--- src/rtl/key_debounce.sv ---
// ----------------------------------------------------------------------------
// key_debounce
//   Debounces a raw mechanical key. The key is first synchronised into the
//   clk domain. A press or release is accepted only after the new level has
//   been stable for a full window of CNT_MAX clk cycles. Any opposite-level
//   sample inside the window rejects the change and restarts qualification.
//
// Parameters
//   CNT_MAX     debounce window in clk cycles (>= 2)
//   ACTIVE_LOW  1 when the raw key reads 0 while pressed
//
// Ports
//   clk          single clock, rising edge
//   rst          synchronous, active-high reset
//   key_in       raw key, asynchronous to clk, may bounce
//   key_out      registered debounced level, 1 = pressed
//   key_press    registered one-cycle pulse on an accepted press
//   key_release  registered one-cycle pulse on an accepted release
// ----------------------------------------------------------------------------
module key_debounce #(
    parameter int unsigned CNT_MAX    = 1000000,
    parameter int unsigned ACTIVE_LOW = 0
) (
    input  logic clk,
    input  logic rst,
    input  logic key_in,
    output logic key_out,
    output logic key_press,
    output logic key_release
);

    localparam int unsigned   CW       = (CNT_MAX > 1) ? $clog2(CNT_MAX) : 1;
    localparam logic [CW-1:0] CNT_LAST = CW'(CNT_MAX - 1);
    localparam logic          IDLE_LVL = (ACTIVE_LOW != 0);

    typedef enum logic [1:0] {
        IDLE       = 2'd0,
        PRESS_FILT = 2'd1,
        PRESSED    = 2'd2,
        REL_FILT   = 2'd3
    } state_t;

    state_t        r_state;
    logic [CW-1:0] r_cnt;
    logic          r_sync0;
    logic          r_sync1;
    logic          r_key_out;
    logic          r_key_press;
    logic          r_key_release;
    logic          w_key_s;

    // Normalised key level: 1 always means pressed regardless of polarity.
    assign w_key_s = r_sync1 ^ IDLE_LVL;

    // Two-flop synchroniser. Reset loads the idle level so that leaving
    // reset can never look like a press.
    always_ff @(posedge clk) begin
        if (rst) begin
            r_sync0 <= IDLE_LVL;
            r_sync1 <= IDLE_LVL;
        end else begin
            r_sync0 <= key_in;
            r_sync1 <= r_sync0;
        end
    end

    always_ff @(posedge clk) begin
        if (rst) begin
            r_state       <= IDLE;
            r_cnt         <= '0;
            r_key_out     <= 1'b0;
            r_key_press   <= 1'b0;
            r_key_release <= 1'b0;
        end else begin
            // Pulses are asserted only on the qualifying edge below.
            r_key_press   <= 1'b0;
            r_key_release <= 1'b0;
            case (r_state)
                IDLE: begin
                    r_cnt <= '0;
                    if (w_key_s) begin
                        r_state <= PRESS_FILT;
                    end
                end
                PRESS_FILT: begin
                    if (!w_key_s) begin
                        r_state <= IDLE;
                        r_cnt   <= '0;
                    end else if (r_cnt == CNT_LAST) begin
                        r_state     <= PRESSED;
                        r_cnt       <= '0;
                        r_key_out   <= 1'b1;
                        r_key_press <= 1'b1;
                    end else begin
                        r_cnt <= r_cnt + 1'b1;
                    end
                end
                PRESSED: begin
                    r_cnt <= '0;
                    if (!w_key_s) begin
                        r_state <= REL_FILT;
                    end
                end
                REL_FILT: begin
                    if (w_key_s) begin
                        r_state <= PRESSED;
                        r_cnt   <= '0;
                    end else if (r_cnt == CNT_LAST) begin
                        r_state       <= IDLE;
                        r_cnt         <= '0;
                        r_key_out     <= 1'b0;
                        r_key_release <= 1'b1;
                    end else begin
                        r_cnt <= r_cnt + 1'b1;
                    end
                end
                default: begin
                    r_state   <= IDLE;
                    r_cnt     <= '0;
                    r_key_out <= 1'b0;
                end
            endcase
        end
    end

    assign key_out     = r_key_out;
    assign key_press   = r_key_press;
    assign key_release = r_key_release;

endmodule

--- config.mk ---
export PLATFORM = sky130hd
export DESIGN_NAME = key_debounce
export DESIGN_NICKNAME = d
export VERILOG_FILES = /design/src/rtl/key_debounce.sv
export SDC_FILE = /design/constraint.sdc
export NUM_CORES = 1
export LEC_CHECK = 0
export CAP_MARGIN = 20
export CORE_MARGIN = 2
export CORE_UTILIZATION = 59
export CTS_CLUSTER_DIAMETER = 80
export DETAILED_ROUTE_END_ITERATION = 6
export HOLD_SLACK_MARGIN = 0.06
export PLACE_DENSITY_LB_ADDON = 0.15
export SYNTH_ARGS = -nofsm -noshare
export SYNTH_HDL_FRONTEND = slang
export SYNTH_SLANG_ARGS = --single-unit
--- constraint.sdc ---
create_clock -name clk -period 3.55 [get_ports clk]
set_input_delay 0.355 -clock clk [delete_from_list [all_inputs] [get_ports clk]]
set_output_delay 0.355 -clock clk [all_outputs]
set_load 0.02 [all_outputs]
==> results.sh <==
export IMPL_row_count=16
export IMPL_worstPathRequired_ps=3780
export IMPL_syn_num_nets=137
export IMPL_tightest_slew_ps=632
export IMPL_rsz0062_at_grt="false"
export IMPL_power_leakage_nw=0.361
export IMPL_synthSimpleGateAreaFrac=0.319
export IMPL_grt_overflow=0
export IMPL_synth_fa_ha_area_frac=0.0108
export IMPL_cap_violations=0
export IMPL_synth_largest_area_cell="dfxtp_1"
export IMPL_io_pins=6
export IMPL_synthDistinctLibCells=30
export IMPL_r2r_start="r_cnt[0]$_SDFF_PP0_"
export IMPL_synth_edf_count=0
export IMPL_netlist_top_cells_count="27 x dfxtp_1, 15 x nor2_1, 9 x o21ai_0"
export IMPL_initial_core_util=0.612
export IMPL_r2r_cells=5
export IMPL_reg2reg_to="r_state[0]$_SDFFE_PP0P_"
export IMPL_cp_end_kind="flip-flop"
export IMPL_slew_headroom=0.577
export IMPL_num_vias=943
export IMPL_holdBufCountCts=0
export IMPL_cts_root_buf="clkbuf_4"
export IMPL_fin_setup_tns_ps=0
export IMPL_synth_top_area_frac=0.465
export IMPL_synth_xor_area_frac=0.0903
export IMPL_hold_viol=0
export IMPL_path_max_fanout=6
export IMPL_arrival_ps=2260
export IMPL_post_cts_setup_buffers=0
export IMPL_yosys_top_cells_area="dfxtp_1 46%, nor2_1 4.8%, xnor2_1 4.5%, xor2_1 4.5%, o21ai_0 3.9%"
export IMPL_cts_buffers=3
export IMPL_r2r_slack_ps=1520
export IMPL_synth_most_common_cell="dfxtp_1"
export IMPL_diodes=0
export IMPL_post_route_min_period_ps=2030
export IMPL_ctsResizeCount=0
export IMPL_globalRouteTotalUtil=0.189
export IMPL_dp_hpwl_mm=1.50
export IMPL_grt_first_pass_wirelength_mm=3.58
export IMPL_cp_slowest_cell="or4b_1"
export IMPL_grt_max_degree=17
export IMPL_seq_area_frac_synth=0.465
export IMPL_whs_ps=461
export IMPL_detail_route_first_pass_iterations=4
export IMPL_core_um2=1900
export IMPL_clock_sinks=27
export IMPL_synth_cells=133
export IMPL_critPathMaxStageDelay_ps=580
export IMPL_start_kind="flip-flop"
export IMPL_path_class="reg2reg"
export IMPL_fill_cells=158
export IMPL_port_buffers=5
export IMPL_cts_buffer_depth=2
export IMPL_fin_nets=145
export IMPL_startpoint="r_cnt[0]$_SDFF_PP0_"
export IMPL_fmax_mhz=493
export IMPL_synth_top_family_by_area="simple AND/OR/NAND/NOR gates"
export IMPL_wirelength_mm=2.00
export IMPL_drt_antenna_violating_nets=0
export IMPL_clock_skew_ps=2.46
export IMPL_crit_family="simple AND/OR/NAND/NOR gates"
export IMPL_status="finished clean"
export IMPL_htree_num_levels=1
export IMPL_ys_ff_latch=27
export IMPL_die_h_um=48.4
export IMPL_cts_tree="built"
export IMPL_synthMuxAreaShare=0
export IMPL_synth_top_flop_cell="dfxtp_1"
export IMPL_crit_cells=5
export IMPL_synthArstFlopShare=0
export IMPL_hold_path_class="reg2reg"
export IMPL_drive_gt1_frac=0.0643
export IMPL_clkLatencyLatePin_ps=320
export IMPL_min_period_over_period=0.571
export IMPL_synth_compound_area_frac=0.0849
export IMPL_area_delta_synth_final_pct=9.35
export IMPL_antenna_found_initial=0
export IMPL_clkTransAtPathRegs_ps=140
export IMPL_syn_area_um2=1160
export IMPL_grt_pass1_vias=855
export IMPL_routed_via_density=5.65
export IMPL_cp_cell_sequence="ha_1, nand2_1, or4b_1, or2_2, and2_1"
export IMPL_avgSynthCellArea_um2=8.75
export IMPL_power_per_cell_area_nw_per_um2=355
export IMPL_drc_errors=0
export IMPL_die_w_um=48.4
export IMPL_endpoint="r_state[0]$_SDFFE_PP0P_"
export IMPL_gp_congestion=0.796
export IMPL_finalSetupViolCount=0
export IMPL_min_from="r_sync0$_SDFF_PP0_"
export IMPL_ys_warnings_count=0
export IMPL_ir_drop_v=0.000274
export IMPL_drtIter0Drc=21
export IMPL_wl_per_cell_um=12.0
export IMPL_crit_buf_inv=0
export IMPL_slew_viol_final=0
export IMPL_die_area_um2=2340
-- per-layer routing --
| metal | global-route usage | up-vias | wire length (µm) | share of wire |
|---|---|---|---|---|
| li1 | - | 490 | - | - |
| met1 | 0.247 | 439 | 953 | 0.48 |
| met2 | 0.319 | 14 | 986 | 0.49 |
| met3 | 0.0370 | 0 | 59 | 0.030 |
| met4 | 0.0571 | 0 | 0 | 0 |
| met5 | 0 | - | 0 | 0 |
-- state kept, by name, summed over array words and instances (netlist names), named ones only --
name,cells
r_sync1,1
key_press,1
r_state,1
r_sync0,1
key_out,1
r_cnt,20
key_release,1
-- layout make-up --
cell class | instances | area (µm²) | area share
Inverter | 6 | 22.5 | 0.0177
Tap cell | 27 | 33.8 | 0.0265
Clock buffer | 3 | 22.5 | 0.0177
Clock inverter | 1 | 7.51 | 0.00590
Multi-Input combinational cell | 97 | 588 | 0.462
Timing Repair Buffer | 6 | 57.6 | 0.0452
Sequential cell | 27 | 541 | 0.425
-- cell usage in the layout (no fill, tap or decap), drive strengths merged, types with 2 or more instances in the layout --
| cell type | n |
|---|---|
| a21oi | 8 |
| and4 | 3 |
| clkbuf | 3 |
| clkdlybuf4s50 | 5 |
| dfxtp | 27 |
| inv | 6 |
| nand2 | 6 |
| nand2b | 2 |
| nand3 | 8 |
| nand4 | 7 |
| nor2 | 15 |
| nor2b | 2 |
| nor3 | 5 |
| nor4 | 2 |
| o21ai | 9 |
| or3 | 7 |
| or4 | 3 |
| xnor2 | 6 |
| xor2 | 6 |
-- how the worst min path moves through the flow --
stage | slack, ps | cells past startpoint | end
global route | 470 | 1 | r_sync1$_SDFF_PP0_
finish | 460 | 1 | r_sync1$_SDFF_PP0_
global placement | 420 | 1 | r_sync1$_SDFF_PP0_
floorplan | 410 | 1 | r_sync1$_SDFF_PP0_
CTS | 470 | 1 | r_sync1$_SDFF_PP0_
detailed placement | 440 | 1 | r_sync1$_SDFF_PP0_
-- where the power goes --
group          total [mW]  internal [mW]  switching, mW
combinational      0.0104        0.00555        0.00482
clock               0.134         0.0431         0.0911
sequential          0.307          0.306        0.00152
total               0.452          0.354         0.0974
-- cell families (layout without fill, tap and decap cells) --
logic type               Yosys count  count (layout)
flip-flops                        27              27
AND/OR/NAND/NOR                   65              65
XOR/XNOR                          12              12
adder cells (fa/ha/maj)            1               1
buffers and inverters              9              16
AO/OA/AOI/OAI                     19              19
-- metrics by stage --
| step | utilization | instances | cell area (µm²) | power (mW) | worst slack, ps |
|---|---|---|---|---|---|
| 6_report | 0.669 | 167 | 1270 | 0.452 | 1520 |
| 5_1_grt | 0.669 | 167 | 1270 | 0.470 | 1400 |
| 4_1_cts | 0.669 | 167 | 1270 | 0.456 | 1530 |
| 3_5_place_dp | 0.653 | 163 | 1240 | 0.324 | 1550 |
| 3_3_place_gp | 0.653 | 163 | 1240 | 0.324 | 1600 |
| 2_1_floorplan | - | 133 | 1160 | 0.318 | 1710 |
No activity file was read; power rests on OpenSTA's default activity.
